### config.mk
export PLATFORM = sky130hd
export DESIGN_NAME = cart_cpu_bus_sequencer
export DESIGN_NICKNAME = d
export VERILOG_FILES = /design/src/rtl/cart_cpu_bus_sequencer.sv
export SDC_FILE = /design/constraint.sdc
export NUM_CORES = 1
export LEC_CHECK = 0
export CAP_MARGIN = 20
export CORE_ASPECT_RATIO = 2
export CORE_MARGIN = 10
export CORE_UTILIZATION = 39
export CTS_BUF_LIST = sky130_fd_sc_hd__clkbuf_16
export DETAILED_ROUTE_END_ITERATION = 12
export PLACE_DENSITY = 0.79
export SYNTH_ARGS = -nofsm -noshare
export SYNTH_HDL_FRONTEND = slang
export SYNTH_SLANG_ARGS = --single-unit
### constraint.sdc
create_clock -name master_clock -period 1.96 [get_ports master_clock]
set_input_delay 0.196 -clock master_clock [delete_from_list [all_inputs] [get_ports master_clock]]
set_output_delay 0.196 -clock master_clock [all_outputs]
set_load 0.02 [all_outputs]
### src/rtl/cart_cpu_bus_sequencer.sv
// Cartridge CPU-bus sequencer: free-running M2, one access per M2 period.
// Optional round-robin arbitration via ARB_ROUND_ROBIN_EN (else fixed prio).
// Ports: master_clock/nreset (sync, active-low); req/rw/addr/wdata and
//   done per requester (0 = FSMC bridge, 1 = burst/CRC engine); rdata, busy;
//   pin side m2, cpu_addr, cpu_rw, romsel, cpu_data_out/in, cpu_data_oe.
module cart_cpu_bus_sequencer #(
  parameter int M2_LOW_CYCLES  = 6,
  parameter int M2_HIGH_CYCLES = 6,
  parameter int ADDR_WIDTH     = 16
) (
  input  logic                  master_clock,
  input  logic                  nreset,
  input  logic                  req0,
  input  logic                  req1,
  input  logic                  rw0,
  input  logic                  rw1,
  input  logic [ADDR_WIDTH-1:0] addr0,
  input  logic [ADDR_WIDTH-1:0] addr1,
  input  logic [7:0]            wdata0,
  input  logic [7:0]            wdata1,
  output logic                  done0,
  output logic                  done1,
  output logic [7:0]            rdata,
  output logic                  busy,
  output logic                  m2,
  output logic [ADDR_WIDTH-1:0] cpu_addr,
  output logic                  cpu_rw,
  output logic                  romsel,
  output logic [7:0]            cpu_data_out,
  input  logic [7:0]            cpu_data_in,
  output logic                  cpu_data_oe
);

  localparam int P  = M2_LOW_CYCLES + M2_HIGH_CYCLES;
  localparam int PW = $clog2(P);
  localparam logic [PW-1:0] PH_LAST = PW'(P - 1);
  localparam logic [PW-1:0] PH_SAMP = PW'(P - 2);
  localparam logic [PW-1:0] PH_HI   = PW'(M2_LOW_CYCLES);

  typedef enum logic {IDLE, ACCESS} state_e;

  state_e                state_q, state_d;
  logic [PW-1:0]         ph_q, ph_d;
  logic                  gnt_q, gnt_d;
  logic                  m2_q, m2_d;
  logic                  romsel_q, romsel_d;
  logic                  rw_q, rw_d;
  logic                  oe_q, oe_d;
  logic                  busy_q, busy_d;
  logic [ADDR_WIDTH-1:0] addr_q, addr_d;
  logic [7:0]            dout_q, dout_d;
  logic [7:0]            rdata_q, rdata_d;
  logic                  done0_q, done0_d;
  logic                  done1_q, done1_d;

  logic arb_edge;
  logic grant_vld;
  logic grant_id;
  logic grant_rw;

`ifdef ARB_ROUND_ROBIN_EN
  // rr_q names the requester that wins the next conflict.
  logic rr_q, rr_d;
`endif

  assign arb_edge  = (ph_q == '0);
  assign grant_vld = req0 | req1;
  assign grant_rw  = grant_id ? rw1 : rw0;

`ifdef ARB_ROUND_ROBIN_EN
  assign grant_id = (req0 & req1) ? rr_q : req1;
`else
  assign grant_id = req1 & ~req0;
`endif

  always_ff @(posedge master_clock) begin
    if (!nreset) begin
      state_q  <= IDLE;
      ph_q     <= '0;
      gnt_q    <= 1'b0;
      m2_q     <= 1'b0;
      romsel_q <= 1'b1;
      rw_q     <= 1'b1;
      oe_q     <= 1'b0;
      busy_q   <= 1'b0;
      addr_q   <= '0;
      dout_q   <= '0;
      rdata_q  <= '0;
      done0_q  <= 1'b0;
      done1_q  <= 1'b0;
`ifdef ARB_ROUND_ROBIN_EN
      rr_q     <= 1'b0;
`endif
    end else begin
      state_q  <= state_d;
      ph_q     <= ph_d;
      gnt_q    <= gnt_d;
      m2_q     <= m2_d;
      romsel_q <= romsel_d;
      rw_q     <= rw_d;
      oe_q     <= oe_d;
      busy_q   <= busy_d;
      addr_q   <= addr_d;
      dout_q   <= dout_d;
      rdata_q  <= rdata_d;
      done0_q  <= done0_d;
      done1_q  <= done1_d;
`ifdef ARB_ROUND_ROBIN_EN
      rr_q     <= rr_d;
`endif
    end
  end

  // State only moves at the edge ending ph0, so ACCESS covers ph1..ph0.
  always_comb begin
    ph_d    = (ph_q == PH_LAST) ? '0 : ph_q + PW'(1);
    state_d = state_q;
    gnt_d   = gnt_q;
`ifdef ARB_ROUND_ROBIN_EN
    rr_d    = rr_q;
`endif
    if (arb_edge) begin
      state_d = grant_vld ? ACCESS : IDLE;
      if (grant_vld) begin
        gnt_d = grant_id;
`ifdef ARB_ROUND_ROBIN_EN
        rr_d  = ~grant_id;
`endif
      end
    end
  end

  // Pin values hold through ph0 of the next period (hold after M2 fall)
  // and are only replaced at the arbitration edge.
  always_comb begin
    m2_d     = (ph_d >= PH_HI);
    romsel_d = 1'b1;
    rw_d     = rw_q;
    oe_d     = oe_q;
    busy_d   = busy_q;
    addr_d   = addr_q;
    dout_d   = dout_q;
    rdata_d  = rdata_q;
    done0_d  = 1'b0;
    done1_d  = 1'b0;
    if (arb_edge) begin
      if (grant_vld) begin
        addr_d = grant_id ? addr1 : addr0;
        rw_d   = grant_rw;
        oe_d   = ~grant_rw;
        busy_d = 1'b1;
        if (!grant_rw) dout_d = grant_id ? wdata1 : wdata0;
      end else begin
        rw_d   = 1'b1;
        oe_d   = 1'b0;
        busy_d = 1'b0;
      end
    end
    if (state_q == ACCESS) begin
      if (addr_q[ADDR_WIDTH-1] && (ph_d >= PH_HI)) romsel_d = 1'b0;
      if (ph_q == PH_SAMP) begin
        done0_d = ~gnt_q;
        done1_d = gnt_q;
        if (rw_q) rdata_d = cpu_data_in;
      end
    end
  end

  assign m2           = m2_q;
  assign romsel       = romsel_q;
  assign cpu_rw       = rw_q;
  assign cpu_data_oe  = oe_q;
  assign busy         = busy_q;
  assign cpu_addr     = addr_q;
  assign cpu_data_out = dout_q;
  assign rdata        = rdata_q;
  assign done0        = done0_q;
  assign done1        = done1_q;

endmodule

==> results of run 1 <==
## worst max-delay path, delay by kind of cell, from the launching register on
kind	cells	cell delay, ps
buf+inv	2	270
flops	1	360
simple gates	3	670
compound gates	1	200
fa+ha+maj	1	160
## what timing repair did
item | CTS | global route
hold buffers | 0 | 0
buffers inserted | 0 | 3
endpoints found under the setup margin | 0 | 3
## routing by layer
metal	track usage, %	routed length (microns)	up-vias	part of all wire [%]
met1	13.2	2090	786	37
li1	-	-	874	-
met5	0	0	-	0
met3	3.36	268	8	4.7
met4	4.47	131	0	2.3
met2	26.3	3230	57	56
## metrics by stage
| stage | instance area, sq um | cells | power (uW) |
|---|---|---|---|
| after CTS | 3240 | 350 | 2660 |
| after floorplan | 1960 | 189 | 1370 |
| after detailed placement | 3070 | 342 | 1700 |
| final | 3280 | 353 | 2630 |
| after global routing | 3280 | 353 | 2750 |
| after global placement | 3070 | 342 | 1680 |
## cell families after synthesis
group           count (synthesis)  share of synthesized area (%)
compound gates                 34                           17.0
fa+ha+maj                       4                           2.55
buf+inv                        16                           4.78
flops                          44                           44.9
mux                            33                           16.8
simple gates                   58                           14.0
## area by class of cell
| class | count | area share [%] |
|---|---|---|
| multi-input combinational | 129 | 30.4 |
| inverter | 5 | 0.573 |
| tap | 57 | 2.18 |
| clock inverter | 3 | 1.41 |
| timing repair buffer | 110 | 34.7 |
| clock buffer | 5 | 3.82 |
| sequential | 44 | 26.9 |
## path summary, 6_finish.rpt
kind                              startpoint      endpoint  slack [ps]  cells past startpoint
worst max register to register       ph_q[0]  cpu_addr[15]         200                      7
worst min register to register  cpu_addr[15]        romsel         430                      1
worst min-delay path            cpu_addr[15]        romsel         430                      1
worst max-delay path                 ph_q[0]  cpu_addr[15]         200                      7
## sequential cells by signal, indices dropped and copies added, names as in the netlist
| register | flops |
|---|---|
| cpu_data_oe | 1 |
| busy | 1 |
| romsel | 1 |
| done1 | 1 |
| ph_q | 4 |
| cpu_rw | 1 |
| m2 | 1 |
| gnt_q | 1 |
| cpu_addr | 16 |
| rdata | 8 |
| done0 | 1 |
| cpu_data_out | 8 |
## layout by cell type, fill, tap and decap left out, drive strengths merged, types with 2 or more instances in the layout
| cell type | synthesis | final |
|---|---|---|
| and2 | 2 | 2 |
| or3b | 2 | 2 |
| nand3 | 2 | 2 |
| dfxtp | 44 | 44 |
| a21oi | 4 | 4 |
| buf | 10 | 10 |
| and3b | 2 | 2 |
| mux2i | 33 | 33 |
| clkdlybuf4s50 | 0 | 100 |
| a211oi | 25 | 25 |
| nand2 | 2 | 2 |
| inv | 5 | 6 |
| nor2 | 42 | 42 |
| clkbuf | 1 | 5 |
| ha | 4 | 4 |
## power by group through the flow
stage	clock [uW]	sequential [uW]	combinational, uW
floorplan	0	1110	257
detailed placement	0	1030	666
global route	1000	1020	728
CTS	976	1010	669
finish	950	1010	670
global placement	0	1030	654
==> impl_metrics.env, run 1 <==
export IMPL_status="finished clean"
export IMPL_ys_types=33
export IMPL_diodes=0
export IMPL_path_cells="inv_1 > ha_1 > or3b_4 > nor2_4 > buf_12 > nor2_1 > a211oi_2"
export IMPL_cts_sinks=44
export IMPL_synth_net_count=255
export IMPL_final_util_pct=67.4
export IMPL_dr_first_iter_drc_count=51
export IMPL_p_int_uw=1940
export IMPL_power_share_combinational_pct=25.5
export IMPL_io_pins=101
export IMPL_syn_cell_area_sq_mm=0.00196
export IMPL_min_period_ps=1760
export IMPL_gp_congestion=0.737
export IMPL_hold_viol=0
export IMPL_syn_instance_count=189
export IMPL_period_share_pct=89.9
export IMPL_coreArea_sq_mm=0.00486
export IMPL_slew_headroom_pct=66.7
export IMPL_worstPathMaxFanout=17
export IMPL_cts_tree="done"
export IMPL_detail_route_wl_per_cell_microns=16.2
export IMPL_maxCapViolations=0
export IMPL_synth_commonest_cells="44 x dfxtp_1, 41 x nor2_1, 33 x mux2i_1"
export IMPL_grt_pass1_wl_mm=9.54
export IMPL_grt_overflow_total=0
export IMPL_numCtsBuffers=5
export IMPL_worstSetupEndpointType="flop"
export IMPL_sequentialPowerShare_pct=38.5
export IMPL_regArea_sq_um=881
export IMPL_fmax_mhz=567
export IMPL_drt_vias_per_instance=4.89
export IMPL_ys_ff_latch=44
export IMPL_cts_htree_levels=2
export IMPL_crit_arrival_ps=1960
export IMPL_die_w_microns=70.2
export IMPL_fillers=387
export IMPL_holdWs_ps=428
export IMPL_clk_pin_slew_ps=60
export IMPL_cp_required_ps=2160
export IMPL_worstSetupPathType="reg -> reg"
export IMPL_antenna_found_initial=0
export IMPL_final_net_count=361
export IMPL_ir_drop_v=0.000877
export IMPL_synth_edf_count=0
export IMPL_ys_warnings_count=0
export IMPL_worst_slack_ps=198
export IMPL_max_slew_worst_pin_slew_ps=499
export IMPL_initial_utilization_pct=40.4
export IMPL_ant_nets=0
export IMPL_setup_viol=0
export IMPL_tns_ps=0
export IMPL_power_share_clock_pct=36.1
export IMPL_synth_area_leaders="dfxtp_1 45%, mux2i_1 17%, a211oi_2 9.6%"
export IMPL_power_switching_uw=693
export IMPL_dr_pass1_iters=4
export IMPL_routed_wirelength_mm=5.71
export IMPL_rsz0062_at_grt="false"
export IMPL_synthToLayoutAreaGrowth_pct=66.9
export IMPL_hold_class="reg -> reg"
export IMPL_multi_input_area_sq_um=996
export IMPL_worstSetupStartpointType="flop"
export IMPL_pre_cts_slack_ps=90.1
export IMPL_clockBufferDepth=2
export IMPL_clock_skew_ps=4.08
export IMPL_via_count=1725
export IMPL_total_leakage_power_uw=0.00121
export IMPL_grt_usage_pct=13.5
export IMPL_rows=36
export IMPL_grt_max_degree=25
export IMPL_p_sw_share_pct=26.3
export IMPL_cts_repair_resize_count=0
export IMPL_slowest_stage="or3b_4"
export IMPL_io_buffers=100
export IMPL_drc_errors=0
export IMPL_dp_hpwl_mm=4.63
export IMPL_yosysMostFrequentCell="dfxtp_1"
export IMPL_max_stage_delay_ps=430
export IMPL_postSynthAreaPerCell_sq_um=10.4
export IMPL_drv_slew=0
export IMPL_die_y_microns=120
export IMPL_synth_top_cell_area_share_pct=44.9
export IMPL_grt_pass1_vias=1923
export IMPL_async_flop_share_pct=0
export IMPL_power_per_cell_area_mw_per_mm2=804
export IMPL_drive_above_1_share_pct=14.2
export IMPL_clock_root_buffer="clkbuf_16"
export IMPL_die_area_sq_mm=0.00844
export IMPL_synth_ff_type="dfxtp_1"
export IMPL_ys_seq_area_share_pct=44.9
export IMPL_synth_largest_area_cell="dfxtp_1"
export IMPL_clkLatencyLatePin_ps=280
Power figures use the tool's default switching activity.
==> run 2, diff against run 1 <==
--- a/config.mk
+++ b/config.mk
@@ -12,6 +12,7 @@
 export CTS_BUF_LIST = sky130_fd_sc_hd__clkbuf_16
 export DETAILED_ROUTE_END_ITERATION = 12
 export PLACE_DENSITY = 0.79
+export SKIP_LAST_GASP = 1
 export SYNTH_ARGS = -nofsm -noshare
 export SYNTH_HDL_FRONTEND = slang
 export SYNTH_SLANG_ARGS = --single-unit
==> results of run 2 <==
The final DEF is identical to that of run 1; final timing and power are the same.
==> variant 1: new RTL, flow settings as in run 2 <==
`rdata_q` no longer has a reset.
--- a/src/rtl/cart_cpu_bus_sequencer.sv
+++ b/src/rtl/cart_cpu_bus_sequencer.sv
@@ -86,5 +86,4 @@
       addr_q   <= '0;
       dout_q   <= '0;
-      rdata_q  <= '0;
       done0_q  <= 1'b0;
       done1_q  <= 1'b0;
@@ -103,5 +102,4 @@
       addr_q   <= addr_d;
       dout_q   <= dout_d;
-      rdata_q  <= rdata_d;
       done0_q  <= done0_d;
       done1_q  <= done1_d;
@@ -110,4 +108,8 @@
 `endif
     end
+  end
+
+  always_ff @(posedge master_clock) begin
+    rdata_q <= rdata_d;
   end
 
Check against the original RTL: same outputs for any inputs over 10 cycles, from zero or initial values and one cycle with nreset low; that may be too few to reach the edited logic, so the function may still have changed.
==> variant 1 against run 2 <==
  * Sequential cell count unchanged
  * Worst setup slack worse by 0.015 ns
  * Core utilization down 1.0 points
  * Die area down 1.4%
  * First-iteration DRC count down 12%
  * Power down 0.50%
  * Via count down 5.0%
  * Final cell count down 5.7%
  * Count of clock-buffer cells in the layout unchanged
  * Non-clock buffer count down 4
  * Area after synthesis down 1.8%
  * Final area down 2.4%
  * Routed wire length down 4.5%
  * Critical path depth unchanged
  * Critical endpoint is now cpu_addr[4]
  * Largest cell class unchanged
  * Highest routed layer unchanged
==> variant 1: results (changes against run 2) <==
Timing
The slew at the pin closest to its max-slew limit is 0.523 ns (+0.0237 ns). The hold slack was 0.440 ns (+0.0115 ns). The final worst clock skew is 0.00460 ns (+0.000517 ns). The final cycle utilization of the critical path is 90.7% (+0.79 points).

Pwr
The power density over cell area is 820 nW/µm² (+2.0%). The switching power share of the total is 25.9% (-0.43 points). The share of power burned in registers came to 39.6% (+1.1 points). The total leakage power is 1.18 nW (-2.9%). The peak supply drop is 0.00102 V (+16%).

Worst setup path
In this run the critical register-to-register path is captured at cpu_addr[4]. The register-to-register setup slack is 0.18 ns (-0.02 ns). The critical-path maximum fanout came to 33 (+16).

Logic synthesis
By area the synthesized netlist is led by dfxtp_1 (37%), mux2i_1 (13%), edfxtp_1 (12%). The count of flip-flops with a built-in enable after synthesis is 8 (+8). After synthesis, the most frequently instantiated cells are dfxtp_1 (36), nor2_1 (33), mux2i_1 (25). The sequential share of the synthesized area was 49.8% (+5.0 points).

Cells and area
The multi-input combinational cell count is 113 (-12%). The area of combinational cells with multiple inputs was 882 µm² (-11%). The non-clock buffer instance count of the final layout is 106 (-3.6%). The post-layout net count was 341 (-5.5%). The area fraction of clock buffers and clock inverters was 5.24% (+0.014 points).

The fraction of the core area covered by cells at the end of the flow is 66.3% (-1.0 points). The fraction of final layout cells with drive strength greater than 1 is 13.0% (-1.1 points). The fill cell instance count of the final layout was 363 (-6.2%).

Detailed routing
The length of routed wiring on met1 is 1970 µm (-5.8%). The sum of met3 wire segment lengths after detailed routing came to 411 µm (+53%). The violation count after the first detailed-route iteration came to 45 (-12%). The post-detailed-routing wire length came to 5460 µm (-4.5%).

Global routing
The met1 routing resource usage after global routing is 13.7% (+0.58 points). The global routing usage on met3 is 4.41% (+1.0 points). The overall track demand over capacity in global routing is 13.4% (-0.11 points).

Place
The last weighted congestion value of the routability-driven placer is 0.703 (-4.6%). The post-place setup slack was 0.0276 ns (-0.0625 ns). The detailed placer's ending HPWL is 4420 µm (-4.5%). The number of placed instances, taps included is 323 (-5.6%).

Run status
The run finished with clean final reports.

Worst hold path
For hold timing, the worst endpoint is done0. The start point of the worst hold path is gnt_q.
[variant 1: kinds of logic after synthesis]
| family | share of synthesized area, % |
|---|---|
| flip-flops | 49.8 |
| AND/OR/NAND/NOR | 12.5 |
| multiplexers | 13.0 |
| buffers and inverters | 4.80 |
| adder cells (fa/ha/maj) | 2.60 |
| AO/OA/AOI/OAI | 17.3 |
[variant 1: worst max-delay path by stage]
stage / startpoint / endpoint
floorplan: ph_q[0] / cpu_data_out[5]
finish: ph_q[0] / cpu_addr[4]
detailed placement: req1 / cpu_data_out[0]
global placement: req1 / cpu_data_out[2]
global route: ph_q[0] / cpu_addr[2]
CTS: ph_q[0] / cpu_data_out[3]
[variant 1: worst max-delay path, cell delays in order, from the launching register on]
cell	delay, ns
dfxtp_1	0.36
inv_1	0.11
ha_1	0.15
or3b_4	0.43
nor2_4	0.15
buf_12	0.21
nor2_1	0.06
a211oi_1	0.21
==> variant 2: new RTL, flow settings as in run 2 <==
Without the edit above. Set the parameter `ADDR_WIDTH` to 18 (it was 16).
--- a/src/rtl/cart_cpu_bus_sequencer.sv
+++ b/src/rtl/cart_cpu_bus_sequencer.sv
@@ -7,5 +7,5 @@
   parameter int M2_LOW_CYCLES  = 6,
   parameter int M2_HIGH_CYCLES = 6,
-  parameter int ADDR_WIDTH     = 16
+  parameter int ADDR_WIDTH     = 18
 ) (
   input  logic                  master_clock,
Interface: changed (resized addr0, addr1 and cpu_addr); port bits go from 101 to 107. No check against the original RTL was run, so the function may have changed too.
==> variant 2 against run 2 <==
  * Worst setup slack worse by 0.083 ns
  * Final area is 3.8% higher
  * Power is 7.3% higher
  * Sequential share of layout area is 0.20 points higher
  * Global-route usage is 0.16 points higher
  * Largest power group unchanged
  * Clock skew is 0.0015 ns lower
  * First-iteration DRC count is 35% higher
  * Core utilization is 1.2 points lower
  * Highest routed layer unchanged
  * Routed wire length is 8.1% higher
  * Critical path type unchanged
  * Synthesized cell count is 4.8% higher
  * Sequential cell count is 2 higher
  * Die area is 3.4% higher
  * Final cell count is 3.7% higher
  * Area after synthesis is 4.5% higher
==> variant 2: results (changes against run 2) <==
Pwr
The peak supply drop is 0.000702 V (-20%). The fraction of power consumed by the clock network was 37.6% (+1.5 points). The combinational-cell power consumption is 0.000701 W (+4.6%).

Die
The die width is 71.3 µm (+1.6%).

Logic synthesis
The number of distinct library cells after synthesis came to 31 (-6.1%). The number of nets produced by synthesis is 268 (+5.1%). Counting instances in the post-synthesis netlist gives the leading cell types as dfxtp_1 (46), nor2_1 (43), mux2i_1 (35).

The instance count of the mapped netlist is 198 (+4.8%). After synthesis, the cell types taking the most area are dfxtp_1 (45%), mux2i_1 (17%), a211oi_2 (7.9%).

Detailed routing
The post-detailed-routing wire length is 6180 µm (+8.1%). The via-per-instance ratio is 4.98 (+1.8%).

Timing
The final worst clock skew is 0.00263 ns (-0.00145 ns). The relative slew slack is 68.7% (+2.0 points).

Worst hold path
The start point of the worst hold path is cpu_addr[17].

Worst setup path
The critical-path maximum fanout is 18 (+1).

Cells and area
The flip-flop count of the largest register after layout came to 18 (+2).

Global routing
The number of global-route vias before repair is 1947 (+1.2%). The wire length of the first global-routing pass is 9730 µm (+2.0%). The pin count of the biggest net entering global routing is 20 (-20%). The overall track demand over capacity in global routing was 13.6% (+0.16 points).

Run status
The flow ran to the end, and the final reports show no timing, DRC or antenna violations.

Place
The count of port buffers added during placement is 106 (+6.0%). The number of placed instances, taps included is 357 (+4.4%). The last weighted congestion value of the routability-driven placer came to 0.728 (-1.2%). The detailed placer's ending HPWL is 5040 µm (+8.7%).

The placement-stage cell area is 3190 µm² (+3.8%).
## variant 2: stage by stage
step | utilization (%) | total power, W | TNS [ns] | hold WS, ns | setup WS (ns)
2_1_floorplan | - | 0.00143 | 0 | 0.292 | 0.335
3_3_place_gp | 62.0 | 0.00176 | 0 | 0.410 | 0.107
3_5_place_dp | 62.0 | 0.00178 | 0 | 0.412 | 0.0101
4_1_cts | 65.7 | 0.00285 | 0 | 0.427 | 0.0949
5_1_grt | 66.2 | 0.00295 | -0.0278 | 0.432 | -0.0278
6_report | 66.2 | 0.00283 | 0 | 0.431 | 0.115
## variant 2: timing repair
item,4_1_cts,5_1_grt
gates resized for setup,0,1
endpoints found under the setup margin,0,11
buffers inserted,0,1
## variant 2: metal layers
| layer | part of all wire [%] | routed length (µm) | GRT usage, % |
|---|---|---|---|
| met5 | 0 | 0 | 0 |
| met4 | 0.68 | 42 | 3.65 |
| met3 | 7.1 | 438 | 4.60 |
| met1 | 36 | 2240 | 12.9 |
| met2 | 56 | 3460 | 26.6 |
## variant 2: cell families (layout without fill, tap and decap cells)
kind of cell             count (synthesis)  after routing  synth area share [%]
AO/OA/AOI/OAI                           36             36                  16.5
adder cells (fa/ha/maj)                  4              4                  2.44
buffers and inverters                   17            127                  4.88
flip-flops                              46             46                  44.9
multiplexers                            35             35                  17.1
AND/OR/NAND/NOR                         60             60                  14.2
## variant 2: final timing paths
kind | end | slack [ns] | cells past startpoint
setup / recovery | cpu_addr[12] | 0.11 | 7
hold / removal | romsel | 0.43 | 1
setup reg to reg | cpu_addr[12] | 0.11 | 7
hold reg to reg | romsel | 0.43 | 1
## variant 2: final cells by class
class	instances	area, µm²
clock buffer	5	125
clock inverter	3	63.8
fill	419	1740
inverter	5	18.8
multi-input combinational	135	1040
sequential	46	921
tap	58	72.6
timing repair buffer	114	1160
